### src/rtl/dp_constants.sv
// dp_constants: shared DMI op, status and FSM state types.
// No ports; imported by dp_dmi_ctrl and its sub-modules.
package dp_constants;

  typedef enum logic [1:0] {
    OP_NOP   = 2'd0,
    OP_READ  = 2'd1,
    OP_WRITE = 2'd2
  } dmi_op_e;

  typedef enum logic [1:0] {
    ST_OK     = 2'd0,
    ST_FAILED = 2'd2,
    ST_BUSY   = 2'd3
  } dmi_stat_e;

  typedef enum logic [1:0] {
    S_IDLE,
    S_REQ,
    S_WAIT
  } dmi_state_e;

endpackage

### src/rtl/dp_dmi_timeout.sv
// dp_dmi_timeout: saturating WAIT-cycle counter for one DMI transaction.
// Ports: clk_i, rst_i (sync high), clr_i, en_i, expired_o.
module dp_dmi_timeout #(
  parameter int unsigned TIMEOUT = 255
) (
  input  logic clk_i,
  input  logic rst_i,
  input  logic clr_i,
  input  logic en_i,
  output logic expired_o
);

  localparam int unsigned W = $clog2(TIMEOUT + 1);
  localparam logic [W-1:0] LAST = W'(TIMEOUT - 1);
  localparam logic [W-1:0] SAT  = W'(TIMEOUT);

  logic [W-1:0] cnt_q, cnt_d;

  always_comb begin
    cnt_d = cnt_q;
    if (clr_i) begin
      cnt_d = '0;
    end else if (en_i && (cnt_q != SAT)) begin
      cnt_d = cnt_q + W'(1);
    end
  end

  always_ff @(posedge clk_i) begin
    if (rst_i) begin
      cnt_q <= '0;
    end else begin
      cnt_q <= cnt_d;
    end
  end

  // High in the enabled cycle whose increment brings the count to TIMEOUT.
  assign expired_o = en_i && (cnt_q >= LAST);

endmodule

### src/rtl/dp_dmi_ctrl.sv
// dp_dmi_ctrl: sequences DMI DR updates into DM request/response
// transactions, keeps capture data and sticky dmistat.
// Ports: iclk/ireset, dmi_* from TAP, req_*/resp_* to the DM,
// cap_data/cap_op for capture, dmistat, busy.
module dp_dmi_ctrl
  import dp_constants::*;
#(
  parameter int unsigned ABITS   = 7,
  parameter int unsigned TIMEOUT = 255
) (
  input  logic             iclk,
  input  logic             ireset,
  input  logic             dmi_upd,
  input  logic             dmi_cap,
  input  logic [ABITS-1:0] dmi_addr,
  input  logic [31:0]      dmi_wdata,
  input  logic [1:0]       dmi_op,
  input  logic             dmireset,
  input  logic             dmihardreset,
  output logic             req_valid,
  input  logic             req_ready,
  output logic [ABITS-1:0] req_addr,
  output logic [31:0]      req_data,
  output logic [1:0]       req_op,
  input  logic             resp_valid,
  output logic             resp_ready,
  input  logic [31:0]      resp_data,
  input  logic [1:0]       resp_op,
  output logic [31:0]      cap_data,
  output logic [1:0]       cap_op,
  output logic [1:0]       dmistat,
  output logic             busy
);

  dmi_state_e       state_q, state_d;
  dmi_stat_e        stat_q, stat_d;
  logic [ABITS-1:0] req_addr_q, req_addr_d;
  logic [31:0]      req_data_q, req_data_d;
  logic [1:0]       req_op_q, req_op_d;
  logic [31:0]      cap_data_q, cap_data_d;

  logic tmo_clr;
  logic tmo_en;
  logic tmo_exp;
  logic busy_ev;
  logic fail_ev;
  logic op_ok;

  dp_dmi_timeout #(
    .TIMEOUT(TIMEOUT)
  ) u_tmo (
    .clk_i    (iclk),
    .rst_i    (ireset),
    .clr_i    (tmo_clr),
    .en_i     (tmo_en),
    .expired_o(tmo_exp)
  );

  assign busy    = (state_q != S_IDLE);
  assign tmo_en  = (state_q == S_WAIT);
  assign busy_ev = busy && (dmi_upd || dmi_cap);
  assign op_ok   = (dmi_op == OP_READ) ||
                   (dmi_op == OP_WRITE);

  always_comb begin
    state_d    = state_q;
    stat_d     = stat_q;
    req_addr_d = req_addr_q;
    req_data_d = req_data_q;
    req_op_d   = req_op_q;
    cap_data_d = cap_data_q;
    tmo_clr    = 1'b0;
    fail_ev    = 1'b0;

    unique case (state_q)
      S_IDLE: begin
        if (dmi_upd && (stat_q == ST_OK) && op_ok) begin
          req_addr_d = dmi_addr;
          req_data_d = dmi_wdata;
          req_op_d   = dmi_op;
          state_d    = S_REQ;
        end
      end
      S_REQ: begin
        if (req_ready) begin
          tmo_clr = 1'b1;
          state_d = S_WAIT;
        end
      end
      S_WAIT: begin
        // A response in the expiry cycle still completes normally.
        if (resp_valid) begin
          if (req_op_q == OP_READ) begin
            cap_data_d = resp_data;
          end
          fail_ev = (resp_op != 2'd0);
          state_d = S_IDLE;
        end else if (tmo_exp) begin
          fail_ev = 1'b1;
          state_d = S_IDLE;
        end
      end
      default: state_d = S_IDLE;
    endcase

    // Sticky: only written from OK; a busy hit in the same
    // cycle as a failure is reported as busy.
    if (stat_q == ST_OK) begin
      if (busy_ev) begin
        stat_d = ST_BUSY;
      end else if (fail_ev) begin
        stat_d = ST_FAILED;
      end
    end

    if (dmireset) begin
      stat_d = ST_OK;
    end

    // Hard reset aborts everything the FSM would have done.
    if (dmihardreset) begin
      state_d    = S_IDLE;
      stat_d     = ST_OK;
      req_addr_d = req_addr_q;
      req_data_d = req_data_q;
      req_op_d   = req_op_q;
      cap_data_d = cap_data_q;
    end
  end

  always_ff @(posedge iclk) begin
    if (ireset) begin
      state_q    <= S_IDLE;
      stat_q     <= ST_OK;
      req_addr_q <= '0;
      req_data_q <= '0;
      req_op_q   <= '0;
      cap_data_q <= '0;
    end else begin
      state_q    <= state_d;
      stat_q     <= stat_d;
      req_addr_q <= req_addr_d;
      req_data_q <= req_data_d;
      req_op_q   <= req_op_d;
      cap_data_q <= cap_data_d;
    end
  end

  assign req_valid  = (state_q == S_REQ);
  assign resp_ready = (state_q == S_WAIT);
  assign req_addr   = req_addr_q;
  assign req_data   = req_data_q;
  assign req_op     = req_op_q;
  assign cap_data   = cap_data_q;
  assign dmistat    = stat_q;
  assign cap_op     = busy ? 2'd3 : stat_q;

endmodule
### config.mk
export PLATFORM = sky130hd
export DESIGN_NAME = dp_dmi_ctrl
export DESIGN_NICKNAME = d
export VERILOG_FILES = /design/src/rtl/dp_constants.sv /design/src/rtl/dp_dmi_timeout.sv /design/src/rtl/dp_dmi_ctrl.sv
export SDC_FILE = /design/constraint.sdc
export NUM_CORES = 1
export LEC_CHECK = 0
export ABC_AREA = 1
export BUFFER_PORTS_ARGS = -buffer_cell sky130_fd_sc_hd__buf_4
export CORE_ASPECT_RATIO = 1.4
export CORE_MARGIN = 10
export CORE_UTILIZATION = 45
export CTS_CLUSTER_DIAMETER = 80
export CTS_CLUSTER_SIZE = 16
export DETAILED_ROUTE_END_ITERATION = 8
export GPL_ROUTABILITY_DRIVEN = 1
export PLACE_DENSITY = 0.79
export SYNTH_ARGS = -nofsm -noshare
export SYNTH_HDL_FRONTEND = slang
export SYNTH_SLANG_ARGS = --single-unit
export TNS_END_PERCENT = 5
### constraint.sdc
create_clock -name iclk -period 1.7 [get_ports iclk]
set_clock_uncertainty 0.15 [all_clocks]
set_input_delay 0.17 -clock iclk [delete_from_list [all_inputs] [get_ports iclk]]
set_output_delay 0.17 -clock iclk [all_outputs]
set_load 0.05 [all_outputs]
==> flow_metrics.env <==
export IMPL_clkLatencyLatePin_ns=0.36
export IMPL_drt_pass1_iter_count=5
export IMPL_synth_edf_count=0
export IMPL_start_kind="primary input"
export IMPL_antenna_found_initial=0
export IMPL_cp_required_ns=1.84
export IMPL_grt_max_degree=74
export IMPL_die_area_um2=11020
export IMPL_antenna_cells=0
export IMPL_finalCritPeriodShare_pct=100.2
export IMPL_num_rows=36
export IMPL_tightest_slew_ns=0.2710
export IMPL_die_x_um=91.64
export IMPL_wl_per_cell_um=16.78
export IMPL_setup_viol=1
export IMPL_die_height_um=120.3
export IMPL_r2r_setup_slack_ns=0.06
export IMPL_io_buffers=162
export IMPL_cts_tree="yes"
export IMPL_fin_crit_ns=1.703
export IMPL_final_cell_mix="buf_4 (167), nor2_1 (90), dfxtp_1 (83)"
export IMPL_ctsHtreeMaxLevel=3
export IMPL_async_reset_ff_share_pct=0
export IMPL_relSlewSlack_pct=81.87
export IMPL_core_area_um2=6982
export IMPL_hold_class="in -> reg"
export IMPL_crit_arrival_ns=1.84
export IMPL_synth_nets=508
export IMPL_clock_sinks=85
export IMPL_dr_total_vias=3781
export IMPL_synth_ff_type="dfxtp_1"
export IMPL_finalHoldViolCount=0
export IMPL_seq_area_frac_synth_pct=52.63
export IMPL_synth_area_per_cell_um2=7.643
export IMPL_critical_path_class="in -> reg"
export IMPL_drc=0
export IMPL_avgViaCountPerCell=4.955
export IMPL_whs_path_depth=4
export IMPL_finalPower_uw=4423
export IMPL_ys_types=22
export IMPL_worst_r2r_path_depth=8
export IMPL_powerDensity_nw_per_um2=788.2
export IMPL_timing_hold_ws_ns=0.01519
export IMPL_start_util_pct=46.31
export IMPL_netlist_area_um2=3233
export IMPL_cts_inserted_buffers=9
export IMPL_root_buffer="clkbuf_8"
export IMPL_post_cts_setup_buffers=0
export IMPL_grtUsageTotal_pct=22.02
export IMPL_min_from="resp_valid"
export IMPL_worstHoldEndpoint="state_q[1]$_SDFFE_PP0P_"
export IMPL_final_common_cell="buf_4"
export IMPL_layout_setup_ws_ns=-0.003383
export IMPL_endpoint_kind="flop"
export IMPL_timing_rr_start="dmistat[1]$_SDFFE_PP0P_"
export IMPL_first_iter_violations=220
export IMPL_reg2reg_to="req_data[30]$_SDFFE_PP0P_"
export IMPL_grt_overflow=0
export IMPL_peakVddDrop_uv=958.1
export IMPL_violations="negative setup slack"
export IMPL_fill_cells=400
export IMPL_grt_pass1_vias=4035
export IMPL_ant_nets=0
export IMPL_grt_pass1_wl_um=19600
export IMPL_yosysWarnings=0
export IMPL_ioPinCount=163
export IMPL_fmax_mhz=587.1
export IMPL_hpwl_um=7488
export IMPL_wl_um=12800
export IMPL_gp_congestion=0.7955
export IMPL_path_max_fanout=20
export IMPL_syn_to_final_growth_pct=73.57
export IMPL_maxCapViolCount=0
export IMPL_rsz0062_at_grt="yes"
export IMPL_clk_pin_slew_ns=0.08
export IMPL_p_leak_uw=0.002486
export IMPL_status="finished with violations"
export IMPL_drive_gt1_share_pct=30.54
export IMPL_ys_seq_elements=85
export IMPL_drv_slew=0
export IMPL_synthesis_instances=423
export IMPL_fin_nets=748
export IMPL_clockBufferDepth=2
export IMPL_preCtsSetupSlack_ns=0.1097
[cell usage after synthesis (2+ instances only)]
| cell type | number | share of area (%) |
|---|---|---|
| xor2_1 | 2 | 0.54 |
| inv_1 | 48 | 5.6 |
| nand2_1 | 33 | 3.8 |
| dfxtp_1 | 85 | 53 |
| buf_6 | 4 | 1.4 |
| nand3_1 | 3 | 0.46 |
| a21oi_1 | 45 | 7.0 |
| ha_1 | 2 | 0.77 |
| nor2_1 | 93 | 11 |
| inv_2 | 2 | 0.23 |
| or2_2 | 3 | 0.58 |
| clkbuf_1 | 17 | 2.0 |
| o21ai_0 | 77 | 12 |
[cells by family (layout without fill, tap and decap cells)]
family	Yosys count	after routing	synth area share [%]
xor+xnor	3	3	0.8128
buf+inv	72	317	9.326
fa+ha+maj	2	2	0.7739
simple gates	138	138	17.30
compound gates	123	123	19.16
flops	85	85	52.63
[how the worst max path moves through the flow]
stage / startpoint / to / slack (ns) / cells after the start
6_report: dmi_op[1] / req_data[30]$_SDFFE_PP0P_ / -0.003 / 9
5_1_grt: dmi_op[1] / req_data[5]$_SDFFE_PP0P_ / -0.05 / 8
4_1_cts: dmi_op[1] / req_data[27]$_SDFFE_PP0P_ / 0.05 / 8
3_5_place_dp: dmistat[1]$_SDFFE_PP0P_ / req_data[14]$_SDFFE_PP0P_ / 0.11 / 7
3_3_place_gp: dmistat[1]$_SDFFE_PP0P_ / req_data[27]$_SDFFE_PP0P_ / 0.16 / 7
2_1_floorplan: dmistat[1]$_SDFFE_PP0P_ / req_addr[0]$_SDFFE_PP0P_ / 0.01 / 7
[power by group]
group | internal (uW) | total (uW) | switching [uW] | leakage [uW]
combinational | 408 | 910 | 502 | 0.00170
sequential | 2050 | 2090 | 42.2 | 0.000691
clock | 716 | 1420 | 703 | 0.0000964
total | 3180 | 4420 | 1250 | 0.00249
[routing by layer]
metal | share of wire, % | vias up | GRT usage, %
met5 | 0 | - | 0
met4 | 5.8 | 0 | 15.23
met3 | 9.5 | 54 | 8.359
met2 | 51 | 194 | 39.13
met1 | 34 | 1710 | 20.29
li1 | - | 1823 | -
[cell type report]
| type | instances | area (um^2) | share of cell area (%) |
|---|---|---|---|
| Clock buffer | 12 | 145.1 | 2.586 |
| Clock inverter | 4 | 47.55 | 0.8473 |
| Inverter | 50 | 190.2 | 3.389 |
| Multi-Input combinational cell | 266 | 1254 | 22.34 |
| Sequential cell | 85 | 1704 | 30.37 |
| Tap cell | 95 | 118.9 | 2.118 |
| Timing Repair Buffer | 251 | 2152 | 38.35 |
[critical path, cell delays in order]
cell           delay, ns
dlygate4sd3_1       0.57
buf_4               0.16
nand2_1             0.07
nor3b_4             0.24
nand3_4             0.14
inv_4               0.12
buf_12              0.16
nor2_1              0.07
nor2_1              0.13
[flip-flops by register name, summed over array words and instances, names as in the netlist]
name / count
cap_data: 32
req_data: 32
u_tmo.cnt_q: 8
req_addr: 7
dmistat: 2
req_op: 2
state_q: 2
[timing repair]
action,in CTS,in global routing
hold endpoints to repair,77,0
gates resized for setup,0,30
setup endpoints to repair,0,47
hold buffers,77,0
[through the flow]
stage                     area [um^2]  utilization (%)  instances   TNS [ns]
after CTS                        5553            79.53        762          0
after floorplan                  3236                -        423          0
after global routing             5612            80.38        763    -0.5731
after detailed placement         4589            65.73        669          0
after global placement           4589            65.73        669          0
final                            5612            80.38        763  -0.003383
Note: power is estimated with default switching activity, not from simulation.
